File: src/rtl/arm_pkg.sv
// Shared fetch/decode types and constants.
package arm_pkg;

  localparam int WORD_W = 32;

  localparam logic [WORD_W-1:0] ARM_NOP = 32'hE1A00000;

  typedef struct packed {
    logic [WORD_W-1:0] pc;
    logic [WORD_W-1:0] instruction;
  } fetch_entry_t;

endpackage

File: src/rtl/fetch_queue_storage.sv
// Fetch queue entry array: sync write port, async read port.
module fetch_queue_storage
  import arm_pkg::*;
#(
  parameter int DEPTH = 4
) (
  input  logic                     clk,
  input  logic                     rst,
  input  logic                     we,
  input  logic [$clog2(DEPTH)-1:0] waddr,
  input  fetch_entry_t             wdata,
  input  logic [$clog2(DEPTH)-1:0] raddr,
  output fetch_entry_t             rdata
);

  fetch_entry_t mem_q [DEPTH];
  fetch_entry_t mem_d [DEPTH];

  always_comb begin
    mem_d = mem_q;
    if (we) mem_d[waddr] = wdata;
  end

  always_ff @(posedge clk) begin
    if (rst) begin
      for (int i = 0; i < DEPTH; i++) mem_q[i] <= '0;
    end else begin
      mem_q <= mem_d;
    end
  end

  assign rdata = mem_q[raddr];

endmodule

File: src/rtl/if_id_fetch_queue.sv
// IF->ID fetch queue; FETCH_QUEUE_BYPASS_EN enables
// zero-latency pass-through when empty.
module if_id_fetch_queue
  import arm_pkg::*;
#(
  parameter int DEPTH  = 4,
  parameter int WORD_W = arm_pkg::WORD_W
) (
  input  logic                       clk,
  input  logic                       rst,
  input  logic                       flush,
  input  logic                       in_valid,
  input  logic [WORD_W-1:0]          in_pc,
  input  logic [WORD_W-1:0]          in_instruction,
  output logic                       in_ready,
  output logic                       out_valid,
  output logic [WORD_W-1:0]          out_pc,
  output logic [WORD_W-1:0]          out_instruction,
  input  logic                       out_ready,
  output logic [$clog2(DEPTH+1)-1:0] count
);

  localparam int PW = $clog2(DEPTH);
  localparam int CW = $clog2(DEPTH+1);

  logic [PW-1:0] rd_ptr_q, rd_ptr_d;
  logic [PW-1:0] wr_ptr_q, wr_ptr_d;
  logic [CW-1:0] count_q, count_d;

  logic         empty, full;
  logic         byp, consumed;
  logic         pop, wr_en;
  fetch_entry_t wr_entry, rd_entry;

  assign empty = (count_q == '0);
  assign full  = (count_q == CW'(DEPTH));

`ifdef FETCH_QUEUE_BYPASS_EN
  assign byp = empty & in_valid & ~flush;
`else
  assign byp = 1'b0;
`endif

  assign in_ready  = ~full;
  assign out_valid = ~empty | byp;
  assign out_pc    = byp ? in_pc : rd_entry.pc;
  assign out_instruction =
    byp ? in_instruction : rd_entry.instruction;

  // A bypassed entry taken by decode never touches storage.
  assign consumed = byp & out_ready;
  assign wr_en    = in_valid & in_ready & ~flush & ~consumed;
  assign pop      = ~empty & out_ready & ~flush;

  assign wr_entry.pc          = in_pc;
  assign wr_entry.instruction = in_instruction;

  always_comb begin
    rd_ptr_d = rd_ptr_q;
    wr_ptr_d = wr_ptr_q;
    count_d  = count_q;
    if (flush) begin
      rd_ptr_d = '0;
      wr_ptr_d = '0;
      count_d  = '0;
    end else begin
      if (wr_en) wr_ptr_d = wr_ptr_q + 1'b1;
      if (pop)   rd_ptr_d = rd_ptr_q + 1'b1;
      unique case ({wr_en, pop})
        2'b10:   count_d = count_q + 1'b1;
        2'b01:   count_d = count_q - 1'b1;
        default: count_d = count_q;
      endcase
    end
  end

  always_ff @(posedge clk) begin
    if (rst) begin
      rd_ptr_q <= '0;
      wr_ptr_q <= '0;
      count_q  <= '0;
    end else begin
      rd_ptr_q <= rd_ptr_d;
      wr_ptr_q <= wr_ptr_d;
      count_q  <= count_d;
    end
  end

  assign count = count_q;

  fetch_queue_storage #(
    .DEPTH(DEPTH)
  ) u_storage (
    .clk  (clk),
    .rst  (rst),
    .we   (wr_en),
    .waddr(wr_ptr_q),
    .wdata(wr_entry),
    .raddr(rd_ptr_q),
    .rdata(rd_entry)
  );

endmodule
File: config.mk
export PLATFORM = sky130hd
export DESIGN_NAME = if_id_fetch_queue
export DESIGN_NICKNAME = d
export VERILOG_FILES = /design/src/rtl/arm_pkg.sv /design/src/rtl/fetch_queue_storage.sv /design/src/rtl/if_id_fetch_queue.sv
export SDC_FILE = /design/constraint.sdc
export NUM_CORES = 1
export LEC_CHECK = 0
export BUFFER_PORTS_ARGS = -buffer_cell sky130_fd_sc_hd__buf_2
export CAP_MARGIN = 20
export CORE_MARGIN = 8
export CORE_UTILIZATION = 25
export CTS_BUF_LIST = sky130_fd_sc_hd__clkbuf_8
export DETAILED_ROUTE_END_ITERATION = 6
export GPL_TIMING_DRIVEN = 0
export SLEW_MARGIN = 0
export SYNTH_ARGS = -nofsm -noshare
export SYNTH_HDL_FRONTEND = slang
export SYNTH_SLANG_ARGS = --single-unit
File: constraint.sdc
create_clock -name clk -period 3.05 [get_ports clk]
set_input_delay 0.305 -clock clk [delete_from_list [all_inputs] [get_ports clk]]
set_output_delay 0.305 -clock clk [all_outputs]
set_load 0.02 [all_outputs]
; Yosys cells after proc, flatten, opt, wreduce, memory -nomap -nowiden
; Cells that the tools add are included.
; Widths: inputs -> output; s select.
[op_classes]
add_sub_neg = 4
order_cmp = 3
eq_ne = 3
n_mux = 7
bitwise_logic = 9
n_reduce_logical = 4
[op_table]
columns = operator, n
row1 = $bwmux 256, 1
row2 = $mux 64, 3
row3 = $bmux 64 s2, 1
row4 = $demux 64 s2, 1
row5 = $ge 3x3->1 const B, 2
row6 = $not 2->3, 2
row7 = $pmux 3 s2, 1
row8 = $add 2x1->2 const B, 2
row9 = $and 1x1->1, 4
row10 = $add 3x1->3 const B, 1
row11 = $eq 3x3->1 const B, 1
row12 = $logic_not 3->1, 1
row13 = $lt 3x1->1 const B, 1
row14 = $not 1->1, 3
row15 = $sub 3x1->3 const B, 1
row16 = $eq 2x1->1 const B, 1
row17 = $eq 2x2->1 const B, 1
row18 = $reduce_bool 2->1, 1
row19 = $reduce_or 2->1, 1
row20 = $logic_and 1x1->1, 1
[word_totals]
register_bits = 263
input_bits = 69
output_inout_bits = 69
wordCells = 41

; Depth between registers and ports, before layout
[depth]
ltp_word = 6
mapped_depth = 9
depth_no_buf = 9

; Modules after synthesis
; A second synthesis with hierarchy kept.
[hier_totals]
hier_cells = 1022
area_unflattened_um2 = 11951.5
[by_module_without_submodules]
columns = module, n_inst, cells_each, area_per_inst_um2, seq_area_each_um2
row1 = fetch_queue_storage, 1, 979, 11588.6, 5124.9
row2 = if_id_fetch_queue, 1, 43, 362.8, 140.1

; Worst setup path after synthesis
; No wires, ideal clock.
[synth_timing]
kind = flip-flop to flip-flop
start = register count_q[2] (netlist: count[2])
end = register count_q[2] (netlist: count[2])
setup_ns = 0.070
t_arrival_ns = 2.076
t_required_ns = 2.980
setup_slack_ns = 0.904
path_stages_with_launch = 10
path_buffers = 0
synth_period_minus_slack_ns = 2.146
path_cell_list = dfxtp_1 -> nor3b_2 -> inv_2 -> nand2_1 -> ha_1 -> inv_1 -> fa_1 -> xor2_1 -> or3_1 -> a21oi_1
[synth_via]
elab_chain_cells = 6
word_cells_on_any_way = 14
classes_between = add/sub (2) / eq/ne (3) / mux (1) / bitwise (6) / reduce/logical (2)
[synth_rtl]
columns = item, line
row1 = start: declaration, if_id_fetch_queue.sv:28  ; logic [CW-1:0] count_q, count_d;
row2 = start signal: assignment, if_id_fetch_queue.sv:85  ; count_q <= count_d;
row3 = $eq 3x3->1 (*), if_id_fetch_queue.sv:36  ; assign full = (count_q == CW'(DEPTH));
row4 = $not 1->1 (*), if_id_fetch_queue.sv:44  ; assign in_ready = ~full;
row5 = named net in_ready, if_id_fetch_queue.sv:15  ; output logic in_ready,
row6 = $and 1x1->1 (*) (2 in a row), if_id_fetch_queue.sv:52  ; assign wr_en = in_valid & in_ready & ~flush & ~consumed;
row7 = $eq 2x1->1 or $eq 2x2->1 (tied branches), if_id_fetch_queue.sv:69  ; unique case ({wr_en, pop})
row8 = $pmux 3 s2 or $reduce_bool 2->1 (tied branches), n/a
; Mark *: on every way through the listed nets, which the timed path passes. The rest lies on a longest branch.
; A chain may end at the register's enable or synchronous reset.

; Worst setup path after layout
[layout_timing]
start = register rd_ptr_q[1]
end = output out_instruction[8]
[layout_via]
elab_chain_cells = 4
[layout_rtl]
columns = item, line
row1 = start: declaration, if_id_fetch_queue.sv:26  ; logic [PW-1:0] rd_ptr_q, rd_ptr_d;
row2 = start signal: assignment, if_id_fetch_queue.sv:83  ; rd_ptr_q <= rd_ptr_d;
row3 = $not 2->3 (implied by the code), fetch_queue_storage.sv:32  ; assign rdata = mem_q[raddr];
row4 = $bmux 64 s2, fetch_queue_storage.sv:32
row5 = $mux 64 (implied by the code) (2 in a row), fetch_queue_storage.sv:32
row6 = end: declaration, if_id_fetch_queue.sv:18  ; output logic [WORD_W-1:0] out_instruction,
; No other way between the ends. The select of a mux whose other input is x is not followed.

==> results.yml <==
global_routing:
  grt_pass1_wl_mm: 53.7
  grt.total_usage: 0.123
  antenna_found_initial: 1
  grt_pass1_vias: 8991
  grt_max_degree: 13
  grt_overflow: 0
hold_path:
  hold_class: "in2reg"
synthesis:
  synth_top_family_by_area: "multiplexers"
  synth_warnings: 0
  synth_xor_area_frac: 0.00146
  synthMuxAreaShare: 0.333
  ys_ff_latch: 263
  ys_seq_area_frac: 0.439
  synthAdderAreaFrac: 0.00688
  syn_avg_cell_area_um2: 11.6
  synth-compound-area-share: 0.00459
  syn_area_um2: 12000
  synthSimpleGateAreaFrac: 0.178
  synthesis.nets: 1109
  synthCells: 1034
  yosysUniqueCellTypes: 26
setup_path:
  cp_cell_sequence: "clkbuf_2 > buf_1 > mux4_2 > buf_2"
  path_class: "reg2out"
  path_max_fanout: 10
  required_ps: 2740
  arrival_ps: 2570
  path_buf_inv: 3
  critPathTopFamily: "buffers and inverters"
  cp-end-kind: "output port"
  max_stage_delay_ps: 610
  cp_slowest_cell: "buf_1"
  cp-start-kind: "flip-flop"
drt:
  dr_wl_met2_mm: 16.2
  vias_per_cell: 4.44
  avgRoutedWirePerCell_um: 18.3
  dr_wl_met3_mm: 1.63
  dr.max_layer_used: "met4"
  drc_errors: 0
  drt_iter0_drc: 319
  wl_met1_mm: 16.1
  firstDrtPassIters: 5
  vias: 8371
  ant_nets: 0
  drt-total-wl_mm: 34.5
clocking:
  insertion_delay_ps: 600
  cts_sinks: 263
  cts_tree: "built"
  path_clk_slew_ps: 60
  cts_max_path_buffers: 3
  htree_levels: 2
  cts-root-buf: "clkbuf_8"
  tritoncts.num_buffers: 49
final_layout:
  final_common_cell: "nand2b_1"
  drive_gt1_frac: 0.250
  mostFrequentLayoutCells: "322 x nand2b_1, 263 x dfxtp_1, 256 x mux2i_1, 146 x buf_2"
  area_delta_synth_final_pct: 21.8
  fin_nets: 1304
sta:
  setup_viol: 0
  fmaxAchievable_ghz: 0.348
  finClkSkew_ps: 19.4
  fin_crit_sh: 0.943
  period_needed_ps: 2880
  setup_slack_ps: 174
  relSlewSlack: 0.450
  fin_setup_tns_ps: 0
  hold_violations: 0
  rsz0062_at_grt: "no"
  whs_ps: 49.5
  tightest_slew_ps: 825
  slew_violations: 0
floorplanning:
  dieArea_um2: 55300
  die_y_um: 235
  initial_core_util: 0.253
  rows: 80
  io_pins: 138
  die_w_um: 235
  core-area_um2: 47500
placed_design:
  numPortBuffers: 136
  post-dp-hpwl_mm: 23.8
  gp_congestion: 0.745
  dp_slack_ps: 353
power:
  ir_worst_vdd_mv: 0.329
  power_density_nw_per_um2: 531
  leakage_uw: 0.00646
outcome:
  status: "finished clean"
run:
  cap_violations: 0
[cell type report]
| type | instances | area [um2] |
|---|---|---|
| Fill cell | 4873 | 32900 |
| Multi-Input combinational cell | 682 | 6290 |
| Sequential cell | 263 | 5270 |
| Clock buffer | 64 | 881 |
| Tap cell | 615 | 769 |
| Timing Repair Buffer | 144 | 761 |
| Buffer | 82 | 434 |
| Clock inverter | 25 | 190 |
| Inverter | 7 | 26.3 |
| Antenna cell | 2 | 5.00 |
[per-stage QoR]
stage / total power [uW] / cell area, um2 / instances / util
2_1_floorplan: 3950 / 12000 / 1034 / -
5_1_grt: 8110 / 14600 / 1882 / 0.307
4_1_cts: 7910 / 14600 / 1882 / 0.307
3_3_place_gp: 4170 / 13500 / 1785 / 0.283
6_report: 7770 / 14600 / 1884 / 0.308
3_5_place_dp: 4180 / 13500 / 1785 / 0.283
[worst reg2reg max path, delay by kind of cell, from the launching register on]
family          cells  cell delay (ps)
flops               1              400
fa+ha+maj           2              550
xor+xnor            1              160
buf+inv             2              230
compound gates      1              140
simple gates        3              730
[cells in the mapped netlist]
master	number	area (um2)
nor3_1	1	5.00
mux4_2	64	1440
mux2i_1	256	2560
dfxtp_1	263	5270
nand3_1	6	30.0
nor2_1	4	15.0
buf_4	21	158
fa_1	1	20.0
clkbuf_1	43	161
nand3b_1	1	7.51
o21ai_0	5	25.0
nand2b_1	322	2010
nor3b_2	1	12.5
nor2b_1	1	6.26
or3_1	3	18.8
inv_1	6	22.5
nand2_1	1	3.75
and3_1	2	12.5
xor2_1	2	17.5
buf_1	3	11.3
or2_2	1	6.26
inv_2	1	3.75
ha_1	5	62.6
a21oi_1	6	30.0
buf_6	3	33.8
buf_2	12	60.1
[timing repair]
item                                    in CTS  in global routing
hold buffers                                 8                  0
gates resized for setup                      2                  5
hold endpoints to repair                    15                  0
setup buffers                                0                  0
endpoints found under the setup margin      49                 23
[final timing paths]
path                                           from                   to  slack, ps  depth (start not counted)
worst min register to register  u_storage.mem_q[74]  u_storage.mem_q[74]        470                          2
worst min-delay path                      in_pc[26]  u_storage.mem_q[58]         50                          3
worst max-delay path                    rd_ptr_q[1]   out_instruction[8]        170                          4
worst max register to register             count[2]             count[2]        780                          9
[cells by family after synthesis]
| group | after synthesis |
|---|---|
| flops | 263 |
| fa+ha+maj | 6 |
| buf+inv | 89 |
| mux | 320 |
| xor+xnor | 2 |
| simple gates | 343 |
| compound gates | 11 |
[metal layers]
metal / GRT usage / vias up
li1: - / 3958
met1: 0.159 / 4174
met2: 0.203 / 193
met3: 0.0315 / 46
met4: 0.0309 / 0
met5: 0 / -
[sequential cells by signal, summed over array words and instances (netlist names)]
signal and cells:
rd_ptr_q 2, count 3, wr_ptr_q 2, u_storage.mem_q 256
[power by group]
group          total, uW  internal (uW)  switching, uW
Clock               3660           2130           1530
Sequential          3520           3490           28.1
Combinational        585            257            328
Power figures use the tool's default switching activity.
